==> src/rtl/pkg_dtypes.sv <==
// Shared types for the interconnect operand fetcher.
package pkg_dtypes;

  localparam int unsigned FETCH_ADDR_W = 6;

  typedef enum logic [1:0] {
    IDLE    = 2'd0,
    FETCH   = 2'd1,
    DELIVER = 2'd2
  } type_fetch_state_e;

  typedef struct packed {
    logic [FETCH_ADDR_W-1:0] addr;
  } type_fetch_req;

endpackage

==> src/rtl/icon_fetch_fifo.sv <==
// In-order request queue of operand tags; exposes head, next-after-head and occupancy.
module icon_fetch_fifo #(
  parameter int unsigned LOG2_DEPTH = 2,
  parameter int unsigned ADDR_W     = 6
) (
  input  logic                  clk,
  input  logic                  reset,
  input  logic                  push,
  input  logic [ADDR_W-1:0]     push_addr,
  input  logic                  pop,
  output logic                  full,
  output logic                  empty,
  output logic [LOG2_DEPTH:0]   count,
  output logic [ADDR_W-1:0]     head,
  output logic [ADDR_W-1:0]     head_next
);

  localparam int unsigned DEPTH = 2 ** LOG2_DEPTH;

  logic [ADDR_W-1:0]     mem [DEPTH];
  logic [LOG2_DEPTH:0]   wr_ptr_q, rd_ptr_q;
  logic [LOG2_DEPTH-1:0] rd_idx, rd_next_idx;
  logic                  push_en, pop_en;

  assign rd_idx      = rd_ptr_q[LOG2_DEPTH-1:0];
  assign rd_next_idx = rd_idx + LOG2_DEPTH'(1);

  assign empty   = (wr_ptr_q == rd_ptr_q);
  assign full    = (wr_ptr_q[LOG2_DEPTH] != rd_ptr_q[LOG2_DEPTH]) &&
                   (wr_ptr_q[LOG2_DEPTH-1:0] == rd_idx);
  assign count   = wr_ptr_q - rd_ptr_q;
  assign push_en = push && !full;
  assign pop_en  = pop && !empty;

  assign head      = mem[rd_idx];
  assign head_next = mem[rd_next_idx];

  always_ff @(posedge clk or posedge reset) begin
    if (reset) begin
      wr_ptr_q <= '0;
      rd_ptr_q <= '0;
    end else begin
      if (push_en) wr_ptr_q <= wr_ptr_q + 1'b1;
      if (pop_en)  rd_ptr_q <= rd_ptr_q + 1'b1;
    end
  end

  // Storage needs no reset: only entries between the pointers are ever read.
  always_ff @(posedge clk) begin
    if (push_en) mem[wr_ptr_q[LOG2_DEPTH-1:0]] <= push_addr;
  end

endmodule

==> src/rtl/icon_operand_fetcher.sv <==
// Operand fetcher: queues tags, retries producer reads until hit, delivers to consumer.
// Optional retry timeout enabled by defining ICON_FETCH_TIMEOUT_EN.
module icon_operand_fetcher
  import pkg_dtypes::*;
#(
  parameter int unsigned ADDR_W         = 6,
  parameter int unsigned DATA_W         = 32,
  parameter int unsigned LOG2_DEPTH     = 2,
  parameter int unsigned TIMEOUT_CYCLES = 255
) (
  input  logic              clk,
  input  logic              reset,
  input  logic              req_valid_i,
  input  logic [ADDR_W-1:0] req_addr_i,
  output logic              req_ready_o,
  output logic [ADDR_W-1:0] src_addr_o,
  output logic              src_req_valid_o,
  input  logic [DATA_W-1:0] src_data_i,
  input  logic              src_success_i,
  output logic              dst_valid_o,
  output logic [ADDR_W-1:0] dst_addr_o,
  output logic [DATA_W-1:0] dst_data_o,
  input  logic              dst_ready_i,
  output logic              busy_o,
  output logic              timeout_err_o
);

  type_fetch_state_e   state_q, state_d;
  logic [ADDR_W-1:0]   src_addr_q, src_addr_d;
  logic [ADDR_W-1:0]   dst_addr_q;
  logic [DATA_W-1:0]   dst_data_q;
  logic                load_src, capture, pop;
  logic                timeout_hit;

  logic                fifo_full, fifo_empty;
  logic [LOG2_DEPTH:0] fifo_count;
  logic [ADDR_W-1:0]   fifo_head, fifo_head_next;

  icon_fetch_fifo #(
    .LOG2_DEPTH (LOG2_DEPTH),
    .ADDR_W     (ADDR_W)
  ) u_fifo (
    .clk       (clk),
    .reset     (reset),
    .push      (req_valid_i),
    .push_addr (req_addr_i),
    .pop       (pop),
    .full      (fifo_full),
    .empty     (fifo_empty),
    .count     (fifo_count),
    .head      (fifo_head),
    .head_next (fifo_head_next)
  );

`ifdef ICON_FETCH_TIMEOUT_EN
  localparam int unsigned CNT_W = $clog2(TIMEOUT_CYCLES + 1);
  logic [CNT_W-1:0] retry_q;
  logic             timeout_q;

  assign timeout_hit   = (state_q == FETCH) && !src_success_i &&
                         (retry_q == CNT_W'(TIMEOUT_CYCLES));
  assign timeout_err_o = timeout_q;

  always_ff @(posedge clk or posedge reset) begin
    if (reset) begin
      retry_q   <= '0;
      timeout_q <= 1'b0;
    end else begin
      if (load_src) retry_q <= '0;
      else if ((state_q == FETCH) && !src_success_i && (retry_q != '1)) retry_q <= retry_q + 1'b1;
      if (timeout_hit) timeout_q <= 1'b1;
    end
  end
`else
  assign timeout_hit   = 1'b0;
  assign timeout_err_o = 1'b0;
`endif

  always_comb begin
    state_d    = state_q;
    src_addr_d = src_addr_q;
    load_src   = 1'b0;
    capture    = 1'b0;
    pop        = 1'b0;
    unique case (state_q)
      IDLE: begin
        if (!fifo_empty) begin
          state_d  = FETCH;
          load_src = 1'b1;
          src_addr_d = fifo_head;
        end
      end
      FETCH: begin
        if (src_success_i) begin
          capture = 1'b1;
          state_d = DELIVER;
        end else if (timeout_hit) begin
          pop = 1'b1;
        end
      end
      DELIVER: begin
        if (dst_ready_i) pop = 1'b1;
      end
      default: state_d = IDLE;
    endcase
    // Retiring the head: the entry behind it (if already queued) is fetched immediately.
    if (pop) begin
      if (fifo_count > (LOG2_DEPTH + 1)'(1)) begin
        state_d    = FETCH;
        load_src   = 1'b1;
        src_addr_d = fifo_head_next;
      end else begin
        state_d = IDLE;
      end
    end
  end

  always_ff @(posedge clk or posedge reset) begin
    if (reset) begin
      state_q    <= IDLE;
      src_addr_q <= '0;
      dst_addr_q <= '0;
      dst_data_q <= '0;
    end else begin
      state_q    <= state_d;
      src_addr_q <= src_addr_d;
      if (capture) begin
        dst_addr_q <= src_addr_q;
        dst_data_q <= src_data_i;
      end
    end
  end

  assign req_ready_o     = !fifo_full;
  assign src_addr_o      = src_addr_q;
  assign src_req_valid_o = (state_q == FETCH);
  assign dst_valid_o     = (state_q == DELIVER);
  assign dst_addr_o      = dst_addr_q;
  assign dst_data_o      = dst_data_q;
  assign busy_o          = (state_q != IDLE) || !fifo_empty;

endmodule

==> config.mk <==
export PLATFORM = sky130hd
export DESIGN_NAME = icon_operand_fetcher
export DESIGN_NICKNAME = d
export VERILOG_FILES = /design/src/rtl/pkg_dtypes.sv /design/src/rtl/icon_fetch_fifo.sv /design/src/rtl/icon_operand_fetcher.sv
export SDC_FILE = /design/constraint.sdc
export NUM_CORES = 1
export LEC_CHECK = 0
export CAP_MARGIN = 20
export CORE_UTILIZATION = 35
export CTS_CLUSTER_DIAMETER = 60
export DETAILED_ROUTE_END_ITERATION = 8
export PLACE_DENSITY = 0.62
export SLEW_MARGIN = 0
export SYNTH_ARGS = -nofsm -noshare
export SYNTH_HDL_FRONTEND = slang
export SYNTH_HIERARCHICAL = 1
export SYNTH_SLANG_ARGS = --single-unit
==> constraint.sdc <==
create_clock -name clk -period 2.3 [get_ports clk]
set_input_delay 0.46 -clock clk [delete_from_list [all_inputs] [get_ports clk]]
set_output_delay 0.46 -clock clk [all_outputs]
set_load 0.05 [all_outputs]
==> results of run 1 <==
[metrics by stage]
step | hold WS, ns | cells
after floorplan | 0.2510 | 200
after global placement | 0.4736 | 418
after detailed placement | 0.4809 | 418
after CTS | 0.3933 | 434
after global routing | 0.4182 | 435
final | 0.3965 | 435
[repair_timing]
action                                 4_1_cts  5_1_grt
setup buffers                                0        1
gates resized for setup                      0        2
hold buffers                                 0        0
setup endpoints to repair                    0        1
endpoints found under the hold margin        0        0
[worst register-to-register path, stage by stage, from the launching register on]
cell and delay, ns:
dfrtp_1 0.40, inv_1 0.12, ha_1 0.16, inv_1 0.05, fa_1 0.37, xnor2_1 0.16
o21a_1 0.30, mux2_1 0.36
[state kept, by name (all words and copies together) (netlist names)]
register         cells
state_q              2
src_addr_o           6
u_fifo/rd_ptr_q      3
u_fifo/mem          24
dst_addr_o           6
u_fifo/wr_ptr_q      3
dst_data_o          32
[metal layers]
| metal | global-route usage | share of wire | up-vias |
|---|---|---|---|
| met2 | 0.2164 | 0.47 | 69 |
| li1 | - | - | 927 |
| met3 | 0.03621 | 0.058 | 8 |
| met1 | 0.1769 | 0.46 | 989 |
| met5 | 0 | 0 | - |
| met4 | 0.05769 | 0.013 | 0 |
[layout make-up]
cell class,count,share of cell area
tap,129,0.03464
multi-input combinational,105,0.2656
clock inverter,4,0.01047
inverter,10,0.008056
sequential,76,0.4342
clock buffer,12,0.03330
timing repair buffer,99,0.2137
[worst max path at each step]
stage                     cells past startpoint          startpoint            end  slack [ns]
after global placement                        7  u_fifo/wr_ptr_q[0]  src_addr_o[0]        0.28
after global routing                          5  u_fifo/wr_ptr_q[1]         busy_o        0.02
final                                         5  u_fifo/wr_ptr_q[1]         busy_o        0.18
after CTS                                     6  u_fifo/wr_ptr_q[0]         busy_o        0.04
after detailed placement                      7  u_fifo/wr_ptr_q[0]  src_addr_o[3]        0.23
after floorplan                               8  u_fifo/rd_ptr_q[1]  src_addr_o[0]        0.09
==> impl_metrics.tcl, run 1 <==
set metrics [dict create \
    status "finished, final reports clean" \
    critPathMaxStageDelay_ns 0.46 \
    fin_util 0.5043 \
    reg2reg_slack_ns 0.26 \
    reg2reg_from "u_fifo/wr_ptr_q[0]" \
    grt_usage 0.1363 \
    placed_area_mm2 0.004444 \
    clk_pin_slew_ns 0.07 \
    grt_max_degree 23 \
    cp-end-kind "output pin" \
    synth-warning-count 6 \
    io_pins 92 \
    layout_commonest_cell "clkdlybuf4s50_1" \
    clk_path_buf_depth 2 \
    gp_congestion 0.7069 \
    first_iter_violations 46 \
    critPathSlowestCell "dfrtp_2" \
    cp_max_fo 6 \
    synth_area_mm2 0.003349 \
    cap_violations 0 \
    cp_common_cell "nand2_1" \
    path_cells "ha_1 -> nand2_1 -> nor2_2 -> nand2_1 -> buf_12" \
    start_util 0.3625 \
    die_y_um 99.83 \
    hold_path_class "primary input to async pin" \
    wire_per_inst_um 14.44 \
    crit_type "register to output pin" \
    finish.instance_area_mm2 0.004659 \
    die_area_mm2 0.009965 \
    cts_root_buffer "clkbuf_8" \
    start_kind "register" \
    drive_above_1_share 0.1993 \
    rsz0062_at_grt "no" \
    slew_headroom 0.6469 \
    crit_buf_inv 1 \
    vias 1993 \
    setup_tns_ns 0 \
    reg2reg_depth 7 \
    first_pass_iters 4 \
    fmax_ghz 0.4715 \
    wl_um 6280 \
    cp.required_ns 1.84 \
    numPortBuffers 90 \
    die_w_um 99.83 \
    cp_top_family "flip-flops" \
    num_antenna_cells 0 \
    tightest_slew_ns 0.5280 \
    grt_overflow 0 \
    drc 0 \
    cts_buffers 9 \
    grt_pass1_wl_um 10120 \
    worst_clock_skew_ns 0.009307 \
    viasPerCell 4.582 \
    fillerInstances 818 \
    fin_crit_ns 2.121 \
    avgSynthCellArea_um2 16.75 \
    cts_tree "done" \
    ctsHtreeMaxLevel 3 \
    antenna_found_initial 0 \
    grt_pass1_vias 2026 \
    multi_input_area_mm2 0.001237 \
    finalCritPeriodShare 0.9221 \
    final_cell_mix "clkdlybuf4s50_1, dfrtp_1, mux2_1" \
    cp.arrival_ns 1.66 \
    drtAntennaViolNets 0 \
    hold_violations 0 \
    layout_setup_ws_ns 0.1792 \
    seq_area_mm2 0.002023 \
    slew_viol_final 0 \
    dpl.hpwl_um 4709 \
    nNetsFinal 352 \
    cts_sinks 76 \
    synth_nets 251 \
    pre_cts_slack_ns 0.2311 \
    setup_viol 0 \
    clk_latency_ns 0.34 \
    r2r_end "src_addr_o[3]" \
    core-area_mm2 0.009240 \
    rows 35 \
    synthCells 200 \
    syn_to_final_growth_pct 39.11 \
]
Power of run 1 is left out: the tool's default activity adds up to more than one toggle a clock period on the data nets, which glitch-free logic cannot reach.
==> run 2, diff against run 1 <==
CAP_MARGIN = unset   (was 20)
==> results of run 2 <==
Final layout, timing and power as in run 1 (identical DEF).
Power of run 2 is left out for the same reason.
